<file path="src/rtl/dmem_arbiter.sv">
// Shares the single-port data memory between the core load/store port and the CRAS spill/fill port.
// Core has fixed priority; CRAS is forced through after STARVE_MAX consecutive losses.
module dmem_arbiter #(
  parameter int RD_LAT     = 1,
  parameter int STARVE_MAX = 4
) (
  input  logic        clk,
  input  logic        Rst_n,
  input  logic        core_req,
  input  logic        core_we,
  input  logic [3:0]  core_be,
  input  logic [31:0] core_addr,
  input  logic [31:0] core_wdata,
  output logic [31:0] core_rdata,
  output logic        core_valid,
  output logic        core_hold,
  input  logic        ras_rd,
  input  logic        ras_wr,
  input  logic [31:0] ras_addr,
  input  logic [31:0] ras_din,
  output logic [31:0] ras_dout,
  output logic        ras_rdy,
  output logic        mem_en,
  output logic [3:0]  mem_we,
  output logic [31:0] mem_addr,
  output logic [31:0] mem_wdata,
  input  logic [31:0] mem_rdata
);

  typedef enum logic [1:0] {
    IDLE,
    ACC,
    WAIT,
    DONE
  } state_t;

  localparam logic [3:0] SMAX = 4'(STARVE_MAX);
  localparam logic [1:0] LAST = 2'(RD_LAT - 1);

  state_t     state;
  logic [3:0] starve;
  logic       owner;
  logic       is_wr;
  logic [1:0] wcnt;

  logic cras_req;
  logic grant_cras;
  logic grant_core;

  assign cras_req   = ras_rd | ras_wr;
  assign grant_cras = cras_req & (~core_req | (starve == SMAX));
  assign grant_core = core_req & ~grant_cras;

  // owner 0 = core, 1 = CRAS
  assign core_hold = core_req & ~((state == DONE) & ~owner);

  always_ff @(posedge clk) begin
    if (!Rst_n) begin
      state      <= IDLE;
      starve     <= '0;
      owner      <= 1'b0;
      is_wr      <= 1'b0;
      wcnt       <= '0;
      core_rdata <= '0;
      core_valid <= 1'b0;
      ras_dout   <= '0;
      ras_rdy    <= 1'b0;
      mem_en     <= 1'b0;
      mem_we     <= '0;
      mem_addr   <= '0;
      mem_wdata  <= '0;
    end else begin
      core_valid <= 1'b0;
      ras_rdy    <= 1'b0;
      unique case (state)
        IDLE: begin
          if (grant_cras) begin
            owner     <= 1'b1;
            is_wr     <= ras_wr;
            mem_addr  <= ras_addr;
            mem_wdata <= ras_din;
            mem_we    <= ras_wr ? 4'hF : 4'h0;
            mem_en    <= 1'b1;
            starve    <= '0;
            state     <= ACC;
          end else if (grant_core) begin
            owner     <= 1'b0;
            is_wr     <= core_we;
            mem_addr  <= core_addr;
            mem_wdata <= core_wdata;
            mem_we    <= core_we ? core_be : 4'h0;
            mem_en    <= 1'b1;
            state     <= ACC;
            if (cras_req && starve != SMAX)
              starve <= starve + 4'd1;
          end
        end
        ACC: begin
          mem_en <= 1'b0;
          mem_we <= '0;
          wcnt   <= '0;
          if (is_wr) begin
            core_valid <= ~owner;
            ras_rdy    <= owner;
            state      <= DONE;
          end else begin
            state <= WAIT;
          end
        end
        WAIT: begin
          if (wcnt == LAST) begin
            if (owner) ras_dout <= mem_rdata;
            else core_rdata <= mem_rdata;
            core_valid <= ~owner;
            ras_rdy    <= owner;
            state      <= DONE;
          end else begin
            wcnt <= wcnt + 2'd1;
          end
        end
        DONE: state <= IDLE;
      endcase
    end
  end

endmodule

</file>
<file path="config.mk">
export PLATFORM = sky130hd
export DESIGN_NAME = dmem_arbiter
export DESIGN_NICKNAME = d
export VERILOG_FILES = /design/src/rtl/dmem_arbiter.sv
export SDC_FILE = /design/constraint.sdc
export NUM_CORES = 1
export LEC_CHECK = 0
export CAP_MARGIN = 0
export CORE_UTILIZATION = 39
export CTS_CLUSTER_DIAMETER = 100
export DETAILED_ROUTE_END_ITERATION = 10
export GPL_ROUTABILITY_DRIVEN = 0
export MAX_ROUTING_LAYER = met4
export PLACE_DENSITY = 0.87
export RECOVER_POWER = 50
export SLEW_MARGIN = 15
export SYNTH_ARGS = -nofsm -noshare
export SYNTH_HDL_FRONTEND = slang
export SYNTH_SLANG_ARGS = --single-unit
</file>
<file path="constraint.sdc">
create_clock -name clk -period 2.25 [get_ports clk]
set_input_delay 0.675 -clock clk [delete_from_list [all_inputs] [get_ports clk]]
set_output_delay 0.675 -clock clk [all_outputs]
set_load 0.02 [all_outputs]
</file>
==> results by group <==
Floorplanning
  • Die Area: 0.0151 mm^2
  • Die X: ~120 um
  • I/O pin cnt: around 310
  • Core Area: 0.0141 mm^2
  • Row cnt: between 40 and 50
  • Die height: 123 um
  • Starting Density: 0.406

Worst hold path
  • Worst min path class: flip-flop to flip-flop
  • Hold Path Depth: 2
  • HP Start: core_rdata[17]
  • Worst Hold End: core_rdata[17]

Pwr
  • Static leakage: between 3 and 4 nW
  • Power per cell area: about 1200 mW/mm^2
  • Psw: 0.00434 W
  • Net Sw Frac: 0.382
  • Reg power frac: 0.319
  • Int Power: roughly 0.0070 W
  • Combinational share of power: 0.443
  • Worst VDD drop: 0.000766 V
  • Clk pwr share: 0.238

Global route
  • Number of global-route vias before repair: between 6000 and 7000
  • Grt total ovfl: 0
  • Initial antenna violation count: 0
  • Gr usage total: 0.268
  • First-pass GRT wire length: 30300 um
  • Largest net degree at the start of global routing: just under 80

Critical path
  • Flop2flop setup slack: 280 ps
  • Critical R2R Launch: state[0]
  • CP Data Required Time: about 1600 ps
  • Setup crit start kind: input port
  • Critical path class: input port to primary output
  • R2R Path End: mem_we[3]
  • Worst EP arrival: 1500 ps
  • Register-to-Register Path Depth: 6
  • Origin of the worst setup path: core_req
  • Worst-path fanout max: 2
  • CP endpoint kind: primary output

Layout
  • # fillers: 1088
  • Number of diodes: 0
  • Sequential cell area: 0.00290 mm^2
  • Synth-to-layout area growth: 69.2%
  • Most frequent cells in the layout: 302 x clkdlybuf4s50_1, 203 x a21oi_1, 201 x nand2_1
  • Area of the multi-input gates: 0.00255 mm^2
  • # nets final: 1214
  • Layout cell share with drive strength beyond 1: 0.0696
  • Post-Layout Cell Count: 1229
  • Commonest non-fill, non-tap cell in the layout: clkdlybuf4s50_1
  • Fin area: 0.00967 mm^2

Clocking
  • CTS Buf Count: 17
  • Clock-pin slew on the worst setup and hold paths: about 60 ps
  • H-tree depth: 4
  • Cts hold-fix bufs: 0
  • Post_cts resized: 4
  • CTS tree: yes
  • Max clock buf depth: 2
  • Root buf cell: clkbuf_16
  • Clk sinks: 145
  • Post-CTS Setup Inserts: 0
  • Worst skew pair latency: 420 ps

STA
  • Rel. slew slack: 0.533
  • Setup-failing EPs final: 0
  • Final Hold Vio Count: 0
  • Skew final: 8.08 ps
  • Worst slew pin tran: 701 ps
  • RSZ-0062 raised after global routing: false
  • Final Critical Period: 2180 ps
  • Max-slew violation count: 0
  • Achievable Freq: 460 MHz
  • Fin crit share: 0.967

Placed design
  • Inst Count DP: about 1200
  • Area post-placement: 0.00914 mm^2
  • Buffers on Ports: 305
  • Hpwl dp: 14000 um

Routing
  • Wire per inst: 16.3 um
  • Drc violations: 0
  • Antenna viol nets, final: 0
  • Via count: 6339
  • Drt initial violations: 419
  • DRT Pass-1 Iters: 5
  • Final wirelength: roughly 20000 um
  • Vias per std cell: 5.16

Yosys
  • Sequential fraction of the synthesis area: 0.508
  • Post-synth cell types: 35
  • Mapped Cells: 737
  • Cell Area, Synth: roughly 0.0057 mm^2
  • Syn Area/Cell: 7.76 um^2
  • Yosys reg bits: 145
  • Synth Net Count: 915
  • YS warnings: 0

Outcome
  • Run status: completed

Job
  • Maxcap violations: 0
state kept, by name, summed over array words and instances (netlist names):
name and count:
wcnt 2, state 2, mem_addr 32, core_valid 1, starve 4, mem_en 1
ras_rdy 1, mem_wdata 32, core_rdata 32, mem_we 4, owner 1, ras_dout 32
is_wr 1
how the worst max path moves through the flow:
| stage | to | cells past startpoint |
|---|---|---|
| after CTS | core_hold | 4 |
| after global routing | mem_addr[17] | 8 |
| after detailed placement | core_hold | 4 |
| after floorplan | core_hold | 3 |
| final | core_hold | 4 |
| after global placement | core_hold | 4 |
per-layer routing:
| layer | up-vias | GRT usage | wire (um) |
|---|---|---|---|
| met5 | - | - | 0 |
| li1 | 3101 | - | - |
| met3 | 45 | 0.0715 | 1720 |
| met4 | 0 | 0.119 | 677 |
| met2 | 294 | 0.445 | 9630 |
| met1 | 2899 | 0.304 | 8010 |
stage by stage:
step | hold slack [ps] | setup slack, ps | utilization | total power [W] | setup TNS, ps
after floorplan | 438 | 406 | - | 0.00616 | 0
after global placement | 441 | -398 | 0.649 | 0.00859 | -1380
after detailed placement | 446 | -387 | 0.649 | 0.00869 | -2910
after CTS | 457 | 61.7 | 0.688 | 0.0114 | 0
after global routing | 477 | 37.3 | 0.686 | 0.0120 | 0
final | 453 | 74.2 | 0.686 | 0.0114 | 0
synth_stat cells:
master | number | area share
nand4b_1 | 2 | 0.0031
a21oi_1 | 203 | 0.18
buf_2 | 14 | 0.012
nor2_1 | 8 | 0.0053
nand3_1 | 5 | 0.0044
mux2i_1 | 2 | 0.0035
and4b_1 | 1 | 0.0018
nand4_1 | 2 | 0.0022
dfxtp_1 | 145 | 0.51
a21boi_1 | 1 | 0.0013
buf_4 | 5 | 0.0066
inv_1 | 9 | 0.0059
clkinv_1 | 1 | 0.00066
o21ai_0 | 58 | 0.051
ha_1 | 8 | 0.018
or2_4 | 1 | 0.0015
nand2_1 | 201 | 0.13
a32o_1 | 1 | 0.0018
nor2b_1 | 2 | 0.0022
nand3b_1 | 1 | 0.0013
or4_1 | 1 | 0.0013
a31oi_1 | 1 | 0.0011
a221oi_1 | 2 | 0.0031
nor3_1 | 1 | 0.00087
o21ai_1 | 11 | 0.0096
buf_1 | 1 | 0.00066
or4b_4 | 1 | 0.0024
o21ai_2 | 2 | 0.0031
and3b_1 | 1 | 0.0015
a22oi_1 | 5 | 0.0066
nor3b_1 | 1 | 0.0013
buf_6 | 1 | 0.0020
and2_1 | 1 | 0.0011
a211oi_1 | 2 | 0.0026
clkbuf_1 | 36 | 0.024
cell type report:
| type | count | share of cell area |
|---|---|---|
| clock inverter | 15 | 0.0141 |
| clock buffer | 17 | 0.0440 |
| tap | 180 | 0.0233 |
| multi-input combinational | 525 | 0.264 |
| sequential | 145 | 0.300 |
| inverter | 10 | 0.00388 |
| timing repair buffer | 337 | 0.351 |
power groups by stage:
stage | clock network [W] | registers (W) | logic, W
global route | 0.00288 | 0.00370 | 0.00542
CTS | 0.00274 | 0.00362 | 0.00507
detailed placement | 0 | 0.00365 | 0.00504
finish | 0.00270 | 0.00363 | 0.00503
floorplan | 0 | 0.00441 | 0.00175
global placement | 0 | 0.00364 | 0.00495
cell families after synthesis:
family,Yosys count,synth area share
muxes,2,0.00350
buffers and inverters,67,0.0516
adders and majority gates,8,0.0175
AOI/OAI and AO/OA,286,0.258
and+or+nand+nor,229,0.162
DFF,145,0.508
critical path, cell delays in order:
cell	delay [ps]
clkdlybuf4s50_1	480
inv_1	60
a21oi_1	100
buf_2	180
Power figures use the tool's default switching activity.
